<file path="src/rtl/axi_slice_dc_token_reader.sv">
// Read endpoint of a token-based dual-clock buffer: syncs write tokens, streams slots out in order, returns read tokens.
// Latency: token toggle to valid_o in 3 clk_i edges, or 4 with AXI_DC_READER_SYNC3_EN defined (3-stage sync).
// Backpressure: data_o is held while valid_o && !ready_i; isolate_i forces valid_o low and drains/discards entries.
module axi_slice_dc_token_reader #(
    parameter int DATA_WIDTH   = 64,
    parameter int BUFFER_WIDTH = 8
) (
    input  logic                               clk_i,
    input  logic                               rst_i,
    input  logic                               isolate_i,
    input  logic [BUFFER_WIDTH*DATA_WIDTH-1:0] data_async_i,
    input  logic [BUFFER_WIDTH-1:0]            writetoken_i,
    output logic [BUFFER_WIDTH-1:0]            readpointer_o,
    output logic                               valid_o,
    output logic [DATA_WIDTH-1:0]              data_o,
    input  logic                               ready_i
);

`ifdef AXI_DC_READER_SYNC3_EN
    localparam int SYNC_STAGES = 3;
`else
    localparam int SYNC_STAGES = 2;
`endif
    localparam int IDX_W = $clog2(BUFFER_WIDTH);

    logic [BUFFER_WIDTH-1:0] sync_q [SYNC_STAGES];
    logic [BUFFER_WIDTH-1:0] slot_full;
    logic [BUFFER_WIDTH-1:0] rd_onehot;
    logic [IDX_W-1:0]        rd_idx;
    logic [IDX_W-1:0]        rd_idx_nxt;
    logic [DATA_WIDTH-1:0]   head_dat;
    logic                    reg_vld;
    logic                    consume;
    logic                    load;

    always_ff @(posedge clk_i or posedge rst_i) begin
        if (rst_i) begin
            for (int s = 0; s < SYNC_STAGES; s++) begin
                sync_q[s] <= '0;
            end
        end else begin
            sync_q[0] <= writetoken_i;
            for (int s = 1; s < SYNC_STAGES; s++) begin
                sync_q[s] <= sync_q[s-1];
            end
        end
    end

    // Slot payload is only trusted once its synchronized token disagrees with our read token.
    always_comb begin
        slot_full  = sync_q[SYNC_STAGES-1] ^ readpointer_o;
        consume    = reg_vld & (ready_i | isolate_i);
        load       = slot_full[rd_idx] & (~reg_vld | consume);
        rd_idx_nxt = (rd_idx == IDX_W'(BUFFER_WIDTH - 1)) ? '0 : rd_idx + 1'b1;
        rd_onehot  = BUFFER_WIDTH'(1) << rd_idx;
        head_dat   = data_async_i[int'(rd_idx)*DATA_WIDTH +: DATA_WIDTH];
    end

    always_ff @(posedge clk_i or posedge rst_i) begin
        if (rst_i) begin
            reg_vld       <= 1'b0;
            data_o        <= '0;
            readpointer_o <= '0;
            rd_idx        <= '0;
        end else if (load) begin
            reg_vld       <= 1'b1;
            data_o        <= head_dat;
            readpointer_o <= readpointer_o ^ rd_onehot;
            rd_idx        <= rd_idx_nxt;
        end else if (consume) begin
            reg_vld       <= 1'b0;
        end
    end

    assign valid_o = reg_vld & ~isolate_i;

endmodule

</file>
<file path="config.mk">
export PLATFORM = sky130hd
export DESIGN_NAME = axi_slice_dc_token_reader
export DESIGN_NICKNAME = d
export VERILOG_FILES = /design/src/rtl/axi_slice_dc_token_reader.sv
export SDC_FILE = /design/constraint.sdc
export NUM_CORES = 1
export LEC_CHECK = 0
export BUFFER_PORTS_ARGS = -buffer_cell sky130_fd_sc_hd__buf_2
export CORE_AREA = 4 4 233 235
export CTS_BUF_LIST = sky130_fd_sc_hd__clkbuf_4
export CTS_CLUSTER_SIZE = 16
export DETAILED_ROUTE_END_ITERATION = 16
export DIE_AREA = 0 0 237 239
export SLEW_MARGIN = 40
export SYNTH_ARGS = -nofsm -noshare
export SYNTH_HDL_FRONTEND = slang
export SYNTH_SLANG_ARGS = --single-unit
</file>
<file path="constraint.sdc">
create_clock -name clk_i -period 2.4 [get_ports clk_i]
set_clock_uncertainty 0.1 [all_clocks]
set_input_delay 0.12 -clock clk_i [delete_from_list [all_inputs] [get_ports clk_i]]
set_output_delay 0.12 -clock clk_i [all_outputs]
set_load 0.005 [all_outputs]
</file>
==> results.toml, run 1 <==
[floorplan]
ios = 597
die_w_microns = 237
die-height_microns = 239
rows = 84
initial_core_util_pct = 14.02

[clock_network]
cts_sinks = 92
ctsRootBufferMaster = "clkbuf_4"
h-tree-depth = 3
cts_resized = 1
clockBufferDepth = 2
cts_buffers = 9
hold_buffers = 371
cts_setup_buffers = 0

[yosys]
synth.avg_cell_area_sq_um = 12.62
synth_edf_count = 0
synthFlopType = "dfrtp_1"
synthMuxAreaShare_pct = 50.27
ys_types = 25
yosysWarnings = 0
synth_fa_ha_area_share_pct = 1.025
synth_compound_area_share_pct = 0.4956
synthSimpleGateAreaFrac_pct = 11.23
syn-cell-area_sq_mm = 0.007322
ys_seq_elements = 92
syn_inst = 580
ys_seq_area_share_pct = 31.44
yosysTopAreaCell = "mux4_2"
synth_xor_area_share_pct = 1.914
ys_async_sr_fraction_pct = 100.0
synth_top_family_by_area = "multiplexers"
synth.most_common_cell = "nand2_1"
synth_nets = 1110
synthTopCellsByCount = "194 x nand2_1, 130 x mux4_2, 92 x dfrtp_1"
synth_area_leaders = "mux4_2 40%, dfrtp_1 31%, nand2_1 9.9%"
synth_top_area_share_pct = 39.99

[outcome]
status = "aborted with a tool error"
haltStage = "clock tree synthesis (4_1_cts)"
error = "[ERROR RSZ-0060] Max buffer count reached."

[place]
port_buffers = 596
post_dp_cell_area_sq_mm = 0.01119
routabilityCongestion = 1.012
dp_hpwl_microns = 30020
-- through the flow --
step / cells / setup WS, ps / hold slack [ps] / util, %
after floorplan: 580 / 140.6 / 51.43 / -
after global placement: 1836 / 94.15 / 129.9 / 21.42
after detailed placement: 1836 / 64.42 / 129.7 / 21.42
-- cell families after synthesis --
group	count (synthesis)
and+or+nand+nor	211
muxes	197
DFF	92
buffers and inverters	55
xor gates and xnor gates	16
adders and majority gates	6
AOI/OAI and AO/OA	3
==> inputs of run 2 (changes only) <==
Settings changed: CORE_AREA 4 4 233 235 to 4 4 227 229, CTS_BUF_LIST sky130_fd_sc_hd__clkbuf_4 to default, CTS_CLUSTER_SIZE 16 to default, DIE_AREA 0 0 237 239 to 0 0 231 233, PLACE_DENSITY_LB_ADDON from default to 0.15.
Clock period 2.4 ns to 3.1 ns, I/O delays scaled along.
==> run 2 against run 1 <==
The flow now finishes without violations; synthesized area unchanged; synthesized cell count unchanged.
==> results.toml, run 2 <==
[floorplan]
initial_core_util_pct = 14.75
die_w_microns = 231
coreArea_sq_mm = 0.04966
die-height_microns = 233
rows = 82
ios = 597
die-area_sq_mm = 0.05382

[timing]
hold_ws_ps = 195.1
rsz0062_at_grt = "false"
worst_pin_slew_ps = 799.8
setup_viol = 0
tns_ps = 0
setup_ws_ps = 591.8
finalHoldViolCount = 0
drv_slew = 0
fmax_mhz = 398.7
maxSlewHeadroom_pct = 46.68
period_needed_ps = 2508
fin_crit_sh_pct = 80.91

[yosys]
synth_nets = 1110
synthTopCellsByCount = "194 x nand2_1, 130 x mux4_2, 92 x dfrtp_1"
synth_area_leaders = "mux4_2 40%, dfrtp_1 31%, nand2_1 9.9%"
ys_seq_elements = 92
synth.avg_cell_area_sq_um = 12.62
synth.most_common_cell = "nand2_1"
ys_async_sr_fraction_pct = 100.0
ys_types = 25
synth_top_area_share_pct = 39.99
syn_inst = 580
yosysWarnings = 0
ys_seq_area_share_pct = 31.44
synth_edf_count = 0
yosysTopAreaCell = "mux4_2"
syn-cell-area_sq_mm = 0.007322
synthFlopType = "dfrtp_1"

[cells_and_area]
fin_nets = 1686
n_antenna_cell = 0
largest_registers = "data_o x64, sync_q x16, readpointer_o x8"
fillers = 5472
register_area_sq_mm = 0.002313
final_cell_mix = "596 x buf_2, 194 x nand2_1, 130 x mux4_2, 89 x dfrtp_1, 39 x mux2_2"
drive_above_1_share_pct = 68.73
largest_reg_flops = 64
layout_commonest_cell = "buf_2"
multi_input_area_sq_mm = 0.004755
area.growth.synth_to_final_pct = 56.63
largest-register = "data_o"

[worst_hold_path]
hold_depth = 5
hold_path.class = "input pin to flip-flop"
min_from = "data_async_i[346]"
min_to = "data_o[26]"

[clock_network]
clk_latency_ps = 380
clk_pin_slew_ps = 80
cts_buffers = 9
cts_tree = "done"
cts_sinks = 92
h-tree-depth = 3
ctsRootBufferMaster = "clkbuf_16"
cts_setup_buffers = 0
clockBufferDepth = 2

[global_routing]
grt.total_usage_pct = 12.61
grt-ovfl-total = 0
grt_pass1_wl_microns = 50610
antenna_found_initial = 4
grt_pass1_vias = 8099
grt_max_degree = 132

[detailed_routing]
detail_route.drc_violations = 0
via_count = 7286
vias_per_cell = 3.975
drt_iter0_markers = 223
wirelength_microns = 35350
route.antenna.remaining_nets = 0
wire_per_inst_microns = 19.28
first_pass_iters = 4

[power]
max-vdd-ir-drop_mv = 0.7745
p_per_area_mw_per_mm2 = 895.0
p_leak_nw = 5.547

[worst_setup_path]
cp.required_ps = 3270
reg2reg_depth = 5
crit_path_start_kind = "flip-flop"
cp_data_arrival_time_ps = 2670
end_kind = "flip-flop"
worstSetupPathType = "flip-flop to flip-flop"
startpoint = "rd_idx[0]"
critPathMaxFanout = 31
reg2reg_slack_ps = 590
r2r-start = "rd_idx[0]"
timing.rr.end = "data_o[53]"

[place]
port_buffers = 596
pre_cts_ws_ps = 568.4
dp_hpwl_microns = 29030
routabilityCongestion = 0.8146

[outcome]
status = "complete, no violations"

[run]
cap_violations = 0
[run 2: cell counts after synthesis]
No cell type changed its count.
[run 2: layout make-up]
| class | count | area share, % |
|---|---|---|
| Inverter | 4 | 0.1636 |
| Clock inverter | 7 | 0.6982 |
| Tap cell | 672 | 7.331 |
| Sequential cell | 92 | 20.17 |
| Timing Repair Buffer | 616 | 28.21 |
| Multi-Input combinational cell | 433 | 41.46 |
| Clock buffer | 9 | 1.964 |
[run 2: power breakdown]
part / internal (mW) / leakage, nW / switching, mW
Combinational: 3.64 / 4.31 / 3.27
Sequential: 1.80 / 1.09 / 0.380
Clock: 0.576 / 0.146 / 0.603
Total: 6.01 / 5.55 / 4.25
[run 2: worst max-delay path by stage]
stage / end / cells after the start
floorplan: data_o[0] / 1
global placement: data_o[56] / 5
detailed placement: data_o[53] / 5
CTS: data_o[57] / 5
global route: data_o[52] / 5
finish: data_o[53] / 5
[run 2: cell families (layout without fill, tap and decap cells)]
family | after synthesis | after routing | synth area share [%]
adders and majority gates | 6 | 6 | 1.025
xor gates and xnor gates | 16 | 16 | 1.914
muxes | 197 | 197 | 50.27
DFF | 92 | 92 | 31.44
buffers and inverters | 55 | 636 | 3.623
and+or+nand+nor | 211 | 211 | 11.23
AOI/OAI and AO/OA | 3 | 3 | 0.4955
[run 2: what timing repair did]
item	in CTS	in global routing
hold endpoints to repair	45	0
hold buffers	11	0
resized for setup	0	0
[run 2: critical path, stage by stage, from the launching register on]
cell and delay (ps):
dfrtp_4 480, inv_2 110, mux4_2 610, a22oi_4 240, buf_4 430, mux2_2 390
[run 2: metrics by stage]
step	std cells	total power [mW]	cell area, sq um	util [%]
final	1833	10.26	11470	23.10
after global routing	1833	11.22	11470	23.10
after floorplan	580	7.139	7322	-
after CTS	1833	10.59	11470	23.10
after global placement	1806	9.300	11050	22.26
after detailed placement	1806	9.323	11050	22.26
[run 2: layer usage]
metal	vias up	track usage (%)	wire, microns
li1	3328	-	-
met1	3573	14.27	13200
met2	351	22.76	18460
met3	28	4.297	3126
met4	6	3.214	523
met5	-	0	34
No activity file was read; power rests on OpenSTA's default activity.
==> inputs of run 3 (changes only) <==
Settings changed: ABC_AREA from default to 1, CORE_AREA 4 4 227 229 to 4 4 231 233, DIE_AREA 0 0 231 233 to 0 0 235 237.
Clock period 3.1 ns to 2.2 ns, I/O delays scaled along.
==> run 3 against run 2 <==
Power is 67% higher; design area is 10% higher; sequential power is 35% higher; non-clock buffer count is 35 higher; wire length is 30% higher; synthesized cell count grew to 2.6 times the previous value; clock power is 36% higher; via count is 63% higher; sequential cell count stayed put; first-iteration DRC count grew to 2.7 times the previous value; synthesized area is 16% higher; highest routed layer unchanged; count of clock-buffer cells in the layout is 1 higher.
==> results.toml, run 3 <==
[outcome]
status = "complete, no violations"

[yosys]
synth_top_area_share_pct = 27.09
ys_async_sr_fraction_pct = 100.0
ys_seq_elements = 92
synth.avg_cell_area_sq_um = 5.693
syn_inst = 1493
yosysTopAreaCell = "dfrtp_1"
synthTopCellsByCount = "387 x nor2_1, 377 x nand2_1, 198 x o21ai_1"
synth_edf_count = 0
synthFlopType = "dfrtp_1"
syn-cell-area_sq_mm = 0.008499
ys_seq_area_share_pct = 27.09
synth_nets = 2023
synth.most_common_cell = "nor2_1"
ys_types = 18
yosysWarnings = 0
synth_area_leaders = "dfrtp_1 27%, nor2_1 17%, nand2_1 17%"

[floorplan]
rows = 83
die-height_microns = 237
coreArea_sq_mm = 0.05120
die_w_microns = 235
initial_core_util_pct = 16.60
die-area_sq_mm = 0.05570
ios = 597

[detailed_routing]
first_pass_iters = 5
wirelength_microns = 46060
detail_route.drc_violations = 0
via_count = 11850
route.antenna.remaining_nets = 0
wire_per_inst_microns = 16.94
vias_per_cell = 4.358
drt_iter0_markers = 599

[place]
routabilityCongestion = 0.8651
pre_cts_ws_ps = 99.30
port_buffers = 596
dp_hpwl_microns = 35840

[worst_setup_path]
worstSetupPathType = "flip-flop to flip-flop"
critPathMaxFanout = 54
crit_family = "flip-flops"
critical-path-max-stage-delay_ps = 560
cp.required_ps = 2420
cp_data_arrival_time_ps = 2270
crit_buf_inv = 2
crit_path_top_delay_cell = "dfrtp_4"
crit_path_start_kind = "flip-flop"
cp_common_cell = "nand2_1"
end_kind = "flip-flop"
crit_chain = "buf_16 > buf_12 > nor2_1 > nor2_1 > o21ai_0 > o21ai_1 > nand2_1 > nand2_1 > nand3_1 > nand2_1"

[clock_network]
ctsRootBufferMaster = "clkbuf_16"
cts_sinks = 92
clockBufferDepth = 2
clk_latency_ps = 380
cts_tree = "done"
h-tree-depth = 3
cts_buffers = 9
clk_pin_slew_ps = 80

[cells_and_area]
largest_reg_flops = 64
largest_registers = "data_o x64, sync_q x16, readpointer_o x8"
area.growth.synth_to_final_pct = 48.64
fillers = 6036
layout_commonest_cell = "buf_2"
largest-register = "data_o"
fin_nets = 2561
final_cell_mix = "596 x buf_2, 387 x nor2_1, 375 x nand2_1, 199 x o21ai_1, 185 x o21ai_0"
drive_above_1_share_pct = 32.76

[global_routing]
grt.total_usage_pct = 15.64
grt-ovfl-total = 0
grt_use_met2_pct = 27.87
grt-busiest-layer = "met2"
grt_pass1_wl_microns = 69270
grt_pass1_vias = 12130
gr-usage-met1_pct = 18.85
antenna_found_initial = 4
grt_max_degree = 102
met3_usage_pct = 3.983

[timing]
tns_ps = 0
setup_ws_ps = 149.4
fin_crit_sh_pct = 93.21
maxSlewHeadroom_pct = 61.27
period_needed_ps = 2051
rsz0062_at_grt = "false"
drv_slew = 0
worst_pin_slew_ps = 581.0
setup_viol = 0
finalHoldViolCount = 0
fmax_mhz = 487.7

[power]
p_per_area_mw_per_mm2 = 1359
p_leak_nw = 6.684
max-vdd-ir-drop_mv = 0.9899
p_total_mw = 17.17

[worst_hold_path]
hold_path.class = "input pin to flip-flop"

[run]
cap_violations = 0
-- run 3: changes by cell type after synthesis, moves of 17 or more --
| cell | before | now |
|---|---|---|
| mux2_1 | 27 | 0 |
| buf_4 | 3 | 22 |
| o21ai_0 | 0 | 186 |
| nor2_1 | 3 | 387 |
| buf_2 | 14 | 37 |
| mux4_2 | 130 | 0 |
| mux2_2 | 39 | 0 |
| nand2_1 | 194 | 377 |
| o21ai_1 | 0 | 198 |
| nand3_1 | 7 | 91 |
| inv_1 | 2 | 19 |
-- run 3: stage by stage --
step                      instances  utilization [%]  cell area [sq um]  hold WS, ps
after floorplan                1493                -               8503        41.43
after global placement         2690            23.85              12210        120.1
after detailed placement       2690            23.85              12210        119.6
after CTS                      2715            24.58              12590        20.70
after global routing           2718            24.67              12630        61.44
final                          2719            24.68              12630        52.91
-- run 3: worst min-delay path, delay by kind of cell --
kind	cells	cell delay, ps
buffers and inverters	1	80
and+or+nand+nor	4	290
-- run 3: cell families after synthesis --
family,count (synthesis),share of synthesized area [%]
AND/OR/NAND/NOR,857,39.33
adder cells (fa/ha/maj),6,0.8832
flip-flops,92,27.09
buffers and inverters,146,9.260
AO/OA/AOI/OAI,384,22.61
XOR/XNOR,8,0.8244
-- run 3: path summary, 6_finish.rpt --
kind | startpoint | to | slack [ps] | cells after the start
min in group asynchronous | rst_i | sync_q[12] | 320 | 4
min reg2reg | sync_q[14] | sync_q[6] | 250 | 0
max reg2reg | rd_idx[0] | data_o[39] | 150 | 10
min | ready_i | readpointer_o[1] | 50 | 5
max in group asynchronous | rst_i | data_o[47] | 1220 | 4
max | rd_idx[0] | data_o[39] | 150 | 10
-- run 3: power breakdown --
part	internal [mW]	leakage (nW)	switching [mW]	total [mW]
registers	2.47	1.13	0.463	2.94
logic	4.67	5.43	7.95	12.6
clock network	0.792	0.134	0.815	1.61
total	7.94	6.68	9.23	17.2
-- run 3: repair_timing --
action                     CTS  global route
hold endpoints to repair   100             0
hold buffers                 9             0
setup buffers                0             0
setup endpoints to repair    0             5
resized for setup            0             3
-- run 3: routing by layer --
metal  wire [microns]  share of wire, %
met1            19270                42
met2            23010                50
met3             3064               6.7
met4              707               1.5
met5               13             0.028
-- run 3: layout make-up --
| class | count | area (sq um) | area share (%) |
|---|---|---|---|
| multi-input cells | 1255 | 5433 | 43.00 |
| repair buffers | 651 | 3651 | 28.90 |
| flip-flops and latches | 92 | 2310 | 18.28 |
| well taps | 680 | 850.8 | 6.735 |
| clock buffers | 10 | 229.0 | 1.812 |
| inverters | 22 | 97.59 | 0.7725 |
| clock inverters | 6 | 55.05 | 0.4358 |
| diodes | 3 | 7.507 | 0.05942 |
==> inputs of run 4 (changes only) <==
Settings changed: CORE_AREA 4 4 231 233 to 4 4 232 234, DIE_AREA 0 0 235 237 to 0 0 236 238, SETUP_SLACK_MARGIN from default to 0.3, SKIP_LAST_GASP from default to 1.
==> run 4 against run 3 <==
Power increased by 4.8%; critical path depth unchanged; global-route usage down 0.72 points; first-iteration DRC count decreased by 21%; sequential share of layout area is 0.46 points lower; cell count up 0.85%; design area is 2.6% higher; largest cell class unchanged; core utilization is 0.23 points higher; non-clock buffer count rose by 15; worst hold slack better by 36 ps; clock power is 4% higher.
==> results.toml, run 4 (same netlist as run 3, synthesis figures left out) <==
[outcome]
status = "complete, no violations"

[detailed_routing]
wirelength_microns = 46050
via_count = 11910
first_pass_iters = 5
wire_per_inst_microns = 16.79
route.antenna.remaining_nets = 0
detail_route.drc_violations = 0
vias_per_cell = 4.342
drt_iter0_markers = 475

[worst_setup_path]
cp_data_arrival_time_ps = 2080
end_kind = "flip-flop"
r2r-start = "rd_idx[0]"
worstSetupPathType = "flip-flop to flip-flop"
crit_path_start_kind = "flip-flop"
critPathMaxFanout = 42
startpoint = "rd_idx[0]"
cp.required_ps = 2360

[place]
post_dp_cell_area_sq_mm = 0.01223
dp_cells = 2701
routabilityCongestion = 0.8893
port_buffers = 596
dp_hpwl_microns = 35420

[cells_and_area]
drive_above_1_share_pct = 33.79
largest-register = "data_o"
largest_reg_flops = 64
fin_nets = 2576
area.growth.synth_to_final_pct = 52.44
final_cell_mix = "596 x buf_2, 385 x nor2_1, 374 x nand2_1, 203 x o21ai_1, 174 x o21ai_0"
utilization_pct = 24.90
stdcell_count = 2742
largest_registers = "data_o x64, sync_q x16, readpointer_o x8"
final_area_sq_mm = 0.01296
layout_commonest_cell = "buf_2"

[timing]
rsz0062_at_grt = "true"
worst_pin_slew_ps = 498.0
drv_slew = 0
tns_ps = 0
fin_crit_sh_pct = 87.16
setup_viol = 0
maxSlewHeadroom_pct = 66.80
fmax_mhz = 521.5
finalHoldViolCount = 0
period_needed_ps = 1917

[power]
p_int_mw = 8.413
p_leak_nw = 6.840
p_seq_share_pct = 16.3
max-vdd-ir-drop_mv = 0.8229
power.switching_mw = 9.585
combPwrFrac_pct = 74.4
p_per_area_mw_per_mm2 = 1389
clock_power_share_pct = 9.3
p_sw_share_pct = 53.25

[floorplan]
rows = 84
coreArea_sq_mm = 0.05202
ios = 597
initial_core_util_pct = 16.34
die_w_microns = 236
die-area_sq_mm = 0.05617
die-height_microns = 238

[global_routing]
grt-ovfl-total = 0
grt_pass1_vias = 12060
grt.total_usage_pct = 14.92
grt_pass1_wl_microns = 66670
grt_max_degree = 78
antenna_found_initial = 5

[clock_network]
clk_pin_slew_ps = 80
clk_latency_ps = 390
h-tree-depth = 3
clockBufferDepth = 2
cts_tree = "done"
cts_buffers = 9
cts_sinks = 92
ctsRootBufferMaster = "clkbuf_16"

[worst_hold_path]
min_from = "data_async_i[219]"
hold_path.class = "input pin to flip-flop"

[run]
cap_violations = 0
## run 4: worst paths after layout
path / slack, ps / cells after the start / to
min in group asynchronous: 240 / 4 / sync_q[13]
max in group asynchronous: 1450 / 4 / data_o[49]
setup / recovery: 280 / 10 / data_o[42]
hold reg to reg: 250 / 0 / sync_q[1]
hold / removal: 90 / 7 / data_o[27]
setup reg to reg: 280 / 10 / data_o[42]
## run 4: stage by stage
step           setup WS [ps]  hold slack, ps  power [mW]
6_report               282.5           88.89       18.00
5_1_grt                184.9           112.5       20.08
4_1_cts                226.0           46.40       17.75
3_5_place_dp           250.7           120.9       15.77
3_3_place_gp           249.9           122.0       15.75
2_1_floorplan          487.3           41.43       11.43
## run 4: cell type report
cell class | instances | area, sq um
Fill cell | 6110 | 39070
Multi-Input combinational cell | 1255 | 5466
Timing Repair Buffer | 666 | 3895
Sequential cell | 92 | 2310
Tap cell | 688 | 860.8
Clock buffer | 9 | 225.2
Inverter | 22 | 105.1
Clock inverter | 7 | 86.33
Antenna cell | 3 | 7.507
## run 4: routing by layer
layer | track usage [%] | wire [microns] | vias up
met4 | 5.054 | 1271 | 0
met5 | 0 | 0 | -
met3 | 3.456 | 2813 | 60
met1 | 17.43 | 18740 | 5495
met2 | 26.91 | 23220 | 408
li1 | - | - | 5944
## run 4: what timing repair did
| item | CTS | global route |
|---|---|---|
| pin swaps | 0 | 2 |
| resized for setup | 2 | 33 |
| endpoints found under the hold margin | 100 | 0 |
| hold buffers | 9 | 0 |
| setup endpoints to repair | 40 | 62 |
| gates cloned | 1 | 5 |
| setup buffers | 2 | 5 |
## run 4: critical path, cell delays in order, from the launching register on
cell	delay, ps
dfrtp_4	560
buf_12	190
buf_12	180
nor2_1	140
nor2_1	50
o21ai_1	140
o21ai_1	100
nand2_1	70
nand2_1	60
nand3_1	80
nand2_1	60
## run 4: power by group through the flow
stage | Combinational [mW] | Clock [mW] | Sequential [mW]
global placement | 12.8 | 0 | 2.92
floorplan | 8.51 | 0 | 2.92
global route | 15.2 | 1.85 | 3.03
detailed placement | 12.8 | 0 | 2.95
CTS | 13.0 | 1.80 | 2.93
finish | 13.4 | 1.68 | 2.93
